[src/rtl/video_timing_gen.sv]
// Video timing generator: raster counters, active strobes, frame pulses and a
// run/drain/idle controller. Config is shadowed at frame start so that
// mid-frame config writes only take effect from the next frame.
module video_timing_gen #(
   parameter int H_BITS    = 12,
   parameter int V_BITS    = 12,
   parameter int FCNT_BITS = 16
) (
   input  logic                 clk,
   input  logic                 rstb,
   input  logic                 i_en,
   input  logic                 i_oneshot,
   input  logic [H_BITS-1:0]    cfg_width,
   input  logic [V_BITS-1:0]    cfg_height,
   input  logic [H_BITS-1:0]    cfg_hblank,
   input  logic [V_BITS-1:0]    cfg_vblank,
   output logic                 hav,
   output logic                 vav,
   output logic [H_BITS-1:0]    o_x,
   output logic [V_BITS-1:0]    o_y,
   output logic                 o_sof,
   output logic                 o_eol,
   output logic                 o_eof,
   output logic                 o_busy,
   output logic                 o_cfg_err,
   output logic [FCNT_BITS-1:0] o_frame_cnt
);

   typedef enum logic [1:0] {IDLE, RUN, DRAIN} state_t;

   state_t              state, n_state;
   logic [H_BITS-1:0]   h_cnt, n_h, sh_w, n_sw, sh_hb, n_shb;
   logic [V_BITS-1:0]   v_cnt, n_v, sh_h, n_sh, sh_vb, n_svb;
   logic                os_lat, n_os, n_err, load, cfg_ok;
   logic [H_BITS:0]     h_inc, h_len, nh_inc, nh_len;
   logic [V_BITS:0]     v_inc, v_len, nv_inc, nv_len;
   logic                line_end, frame_end;
   logic                n_act, n_hav, n_vav, n_eol, n_fend;

   localparam logic [H_BITS:0]    H_ONE = {{H_BITS{1'b0}}, 1'b1};
   localparam logic [V_BITS:0]    V_ONE = {{V_BITS{1'b0}}, 1'b1};
   localparam logic [FCNT_BITS-1:0] F_ONE = {{(FCNT_BITS-1){1'b0}}, 1'b1};

   // Next-state decode: FSM transitions, counter advance and shadow reload
   always_comb begin
      n_state = state;
      n_h     = h_cnt;
      n_v     = v_cnt;
      n_sw    = sh_w;
      n_sh    = sh_h;
      n_shb   = sh_hb;
      n_svb   = sh_vb;
      n_os    = os_lat;
      n_err   = o_cfg_err;
      load    = 1'b0;
      cfg_ok  = (cfg_width != '0) && (cfg_height != '0);
      // Extra bit on the sums keeps W+HB and H+VB exact at full field width
      h_inc     = {1'b0, h_cnt} + H_ONE;
      h_len     = {1'b0, sh_w} + {1'b0, sh_hb};
      v_inc     = {1'b0, v_cnt} + V_ONE;
      v_len     = {1'b0, sh_h} + {1'b0, sh_vb};
      line_end  = (h_inc == h_len);
      frame_end = line_end && (v_inc == v_len);
      case (state)
         IDLE: begin
            if (i_en) begin
               if (cfg_ok) begin
                  n_state = RUN;
                  load    = 1'b1;
               end else begin
                  n_err = 1'b1;
               end
            end
         end
         default: begin
            if (frame_end) begin
               if (i_en && !os_lat && cfg_ok) begin
                  n_state = RUN;
                  load    = 1'b1;
               end else begin
                  n_state = IDLE;
                  n_h     = '0;
                  n_v     = '0;
                  if (i_en && !os_lat) n_err = 1'b1;
               end
            end else begin
               // DRAIN only differs from RUN in what happens at frame end
               n_state = i_en ? RUN : DRAIN;
               if (line_end) begin
                  n_h = '0;
                  n_v = v_inc[V_BITS-1:0];
               end else begin
                  n_h = h_inc[H_BITS-1:0];
               end
            end
         end
      endcase
      if (load) begin
         n_h   = '0;
         n_v   = '0;
         n_sw  = cfg_width;
         n_sh  = cfg_height;
         n_shb = cfg_hblank;
         n_svb = cfg_vblank;
         n_os  = i_oneshot;
         n_err = 1'b0;
      end
   end

   // Output decode from the next counter values so every output is registered
   always_comb begin
      n_act  = (n_state != IDLE);
      n_vav  = n_act && (n_v < n_sh);
      n_hav  = n_vav && (n_h < n_sw);
      nh_inc = {1'b0, n_h} + H_ONE;
      nh_len = {1'b0, n_sw} + {1'b0, n_shb};
      nv_inc = {1'b0, n_v} + V_ONE;
      nv_len = {1'b0, n_sh} + {1'b0, n_svb};
      n_eol  = n_hav && (nh_inc == {1'b0, n_sw});
      n_fend = n_act && (nh_inc == nh_len) && (nv_inc == nv_len);
   end

   // State, counters, shadow config and registered outputs
   always_ff @(posedge clk or negedge rstb) begin
      if (!rstb) begin
         state       <= IDLE;
         h_cnt       <= '0;
         v_cnt       <= '0;
         sh_w        <= '0;
         sh_h        <= '0;
         sh_hb       <= '0;
         sh_vb       <= '0;
         os_lat      <= 1'b0;
         hav         <= 1'b0;
         vav         <= 1'b0;
         o_x         <= '0;
         o_y         <= '0;
         o_sof       <= 1'b0;
         o_eol       <= 1'b0;
         o_eof       <= 1'b0;
         o_busy      <= 1'b0;
         o_cfg_err   <= 1'b0;
         o_frame_cnt <= '0;
      end else begin
         state     <= n_state;
         h_cnt     <= n_h;
         v_cnt     <= n_v;
         sh_w      <= n_sw;
         sh_h      <= n_sh;
         sh_hb     <= n_shb;
         sh_vb     <= n_svb;
         os_lat    <= n_os;
         hav       <= n_hav;
         vav       <= n_vav;
         o_x       <= n_hav ? n_h : '0;
         o_y       <= n_hav ? n_v : '0;
         o_sof     <= n_act && (n_h == '0) && (n_v == '0);
         o_eol     <= n_eol;
         o_eof     <= n_eol && (nv_inc == {1'b0, n_sh});
         o_busy    <= n_act;
         o_cfg_err <= n_err;
         if (n_fend) o_frame_cnt <= o_frame_cnt + F_ONE;
      end
   end

endmodule

[config.mk]
export PLATFORM = sky130hd
export DESIGN_NAME = video_timing_gen
export DESIGN_NICKNAME = d
export VERILOG_FILES = /design/src/rtl/video_timing_gen.sv
export SDC_FILE = /design/constraint.sdc
export NUM_CORES = 1
export LEC_CHECK = 0
export CORE_MARGIN = 2
export CORE_UTILIZATION = 55
export DETAILED_ROUTE_END_ITERATION = 12
export GPL_TIMING_DRIVEN = 1
export PLACE_DENSITY = 0.76
export SETUP_SLACK_MARGIN = 0.15
export SLEW_MARGIN = 20
export SYNTH_ARGS = -nofsm -noshare
export SYNTH_HDL_FRONTEND = slang
export SYNTH_SLANG_ARGS = --single-unit
[constraint.sdc]
create_clock -name clk -period 15 [get_ports clk]
set_clock_uncertainty 0.2 [all_clocks]
set_input_delay 2.25 -clock clk [delete_from_list [all_inputs] [get_ports clk]]
set_output_delay 2.25 -clock clk [all_outputs]
set_load 0.05 [all_outputs]
==> impl_metrics.ini <==
[floorplanning]
io_pins = 99
rows = 50
die-height_um = 142
fp.dieArea_um2 = 20100
die_w_um = 142
initial_core_util = 0.559
core_area_um2 = 18700

[cts]
clock_path_buffers = 2
postCtsResizedCells = 0
clock-sinks = 122
cts_buffers = 17
root_buffer = clkbuf_16
cts_tree = done
clkTransAtPathRegs_ns = 0.06
clk_latency_ns = 0.43
cts_setup_buffers = 0
holdBufCountCts = 0
h-tree-depth = 4

[routing]
vias_per_cell = 6.47
wirelength_um = 33500
via_count = 9668
wl_per_cell_um = 22.4
drtPass1Iterations = 7
ant_nets = 0
route.detailed.drc = 0
drt_iter0_markers = 1098

[worst_setup_path]
worstSetupPathType = input port to register
cp-start-kind = input port
cp_max_fo = 28
cp.required_ns = 15.12
end_kind = register
critPathArrivalTime_ns = 10.45

[placement]
portBuffers = 98
dp_hpwl_um = 26100
globalplace.congestion = 0.973

[grt]
grt_max_degree = 74
grt_util_all_layers = 0.344
use_met2 = 0.507
grt_pass1_vias = 9147
overflow = 0
use_met3 = 0.0786
grt_pass1_wl_um = 52800
antenna_found_initial = 0
busiest_layer = met1
grt_util_met1 = 0.509

[worst_hold_path]
worstHoldPathType = register to register

[sta]
maxSlewHeadroom = 0.250
final_hold_viol_count = 0
rsz0062_at_grt = false
fin_crit_ns = 10.34
fmax_mhz = 96.8
layout_worst_path_cycle_share = 0.689
worst_slew_pin_slew_ns = 1.13
drv_slew = 0
final-setup-viol-count = 0
tns_ns = 0

[logic_synthesis]
synth_warnings = 0
synth.top_cells.by_count = 122 x dfrtp_1, 114 x nand2_1, 96 x xnor2_1
async_reset_ff_frac = 1.00
ys_seq_area_frac = 0.292
synth_ff_type = dfrtp_1
synthCells = 1161
avgSynthCellArea_um2 = 9.00
synth_top_area_share = 0.292
yosys-top-cells-area = dfrtp_1 29%, ha_1 8.6%, xnor2_1 8.0%, nand2_1 4.1%, xor2_1 3.4%
ys_ff_latch = 122
syn-cell-area_um2 = 10500
ys_types = 87
yosysMostFrequentCell = dfrtp_1
synth-edff-count = 0
synth_fp_nets = 1288
yosysTopAreaCell = dfrtp_1

[final_layout]
drive_gt1_frac = 0.0833
fin_util = 0.654
num_antenna_cells = 0
areaGrowthSynthToFinish_pct = 17.0
finish.net_count = 1374

[power]
power.density_nw_per_um2 = 163
cellLeakagePower_uw = 0.00558
peakVddDrop_v = 0.000114
total_power_uw = 2000

[run_status]
status = finished, final reports clean

[job]
cap_violations = 0
## registers in the layout, summed over array words and instances (netlist names)
register / flops
o_eol: 1
hav: 1
h_cnt: 12
sh_h: 12
vav: 1
sh_w: 12
state: 2
o_x: 12
o_y: 12
o_eof: 1
sh_vb: 12
v_cnt: 12
o_busy: 1
sh_hb: 12
o_sof: 1
os_lat: 1
o_frame_cnt: 16
o_cfg_err: 1
## per-layer routing
layer,part of all wire,vias to the layer above
met2,0.42,578
li1,-,4407
met5,0,-
met3,0.11,69
met4,0.023,0
met1,0.44,4614
## critical path, stage by stage
cell and delay [ns]:
clkdlybuf4s50_1 0.60, nor4_1 0.10, nand3_1 0.21, nand3_1 0.18, nor3b_1 0.22, nand4b_1 0.23, nor4_4 0.57, a21oi_4 0.10
buf_4 0.28, buf_4 0.29, mux2_2 0.35, ha_1 0.24, ha_1 0.21, a21o_1 0.19, maj3_1 0.36, maj3_1 0.39
and3_1 0.21, a221oi_1 0.27, nand3_1 0.17, a21oi_1 0.23, o21ai_0 0.26, xnor2_1 0.21, a2111oi_0 0.57, nand4_1 0.77
or3_4 0.66, mux2_4 0.30
## layout by cell type, fill, tap and decap left out, types with 8 or more instances in the layout
cell type,instances
dfrtp_1,122
nand2_1,114
clkdlybuf4s50_1,97
xnor2_1,96
inv_1,72
ha_1,72
a21oi_1,56
nor2_1,47
nand3_1,47
nor3_1,43
xor2_1,41
o21ai_0,40
nand4_1,26
and3_1,25
mux2i_1,21
a21o_1,19
nor4_1,19
clkbuf_16,17
maj3_1,16
mux2_2,15
o21a_1,13
and2_1,13
buf_4,12
nor4_2,11
xnor3_1,11
a211oi_1,9
nor2b_1,8
and4_1,8
a31oi_1,8
a32oi_1,8
## metrics by stage
stage               hold slack, ns  setup WS [ns]  cell area, µm²  instances
floorplan                    0.266           5.73           10500       1161
global placement             0.258           4.59           11600       1462
detailed placement           0.265           4.36           11600       1462
CTS                          0.284           4.78           12200       1494
global route                 0.305           4.29           12200       1494
finish                       0.279           4.66           12200       1494
## cell families (layout without fill, tap and decap cells)
| family | Yosys count | in the layout | share of synthesized area |
|---|---|---|---|
| AOI/OAI and AO/OA | 238 | 238 | 0.159 |
| xor gates and xnor gates | 151 | 151 | 0.145 |
| and+or+nand+nor | 405 | 405 | 0.211 |
| DFF | 122 | 122 | 0.292 |
| buffers and inverters | 115 | 214 | 0.0441 |
| adders and majority gates | 91 | 91 | 0.107 |
| muxes | 39 | 39 | 0.0412 |
## area by class of cell
cell class,count,area [µm²]
flip-flops and latches,122,3050
inverters,73,274
well taps,234,293
fillers,1525,6470
clock inverters,15,166
clock buffers,17,425
multi-input cells,924,6960
repair buffers,109,1060
## path summary, 6_finish.rpt
path / startpoint / to / slack, ns / cells past startpoint
max: cfg_height[2] / o_frame_cnt[1]$_DFFE_PN0P_ / 4.66 / 26
min: o_frame_cnt[15]$_DFFE_PN0P_ / o_frame_cnt[15]$_DFFE_PN0P_ / 0.28 / 1
max reg2reg: sh_hb[0]$_DFF_PN0_ / o_frame_cnt[1]$_DFFE_PN0P_ / 5.35 / 28
min reg2reg: o_frame_cnt[15]$_DFFE_PN0P_ / o_frame_cnt[15]$_DFFE_PN0P_ / 0.28 / 1
max in group asynchronous: rstb / v_cnt[2]$_DFF_PN0_ / 11.59 / 2
min in group asynchronous: rstb / o_x[6]$_DFF_PN0_ / 1.78 / 1
## report_power, final
| group | switching [µW] | leakage, µW | internal (µW) |
|---|---|---|---|
| clock | 175 | 0.000281 | 248 |
| sequential | 69.2 | 0.00156 | 383 |
| combinational | 658 | 0.00373 | 463 |
| total | 903 | 0.00558 | 1090 |
Power figures use the tool's default switching activity.
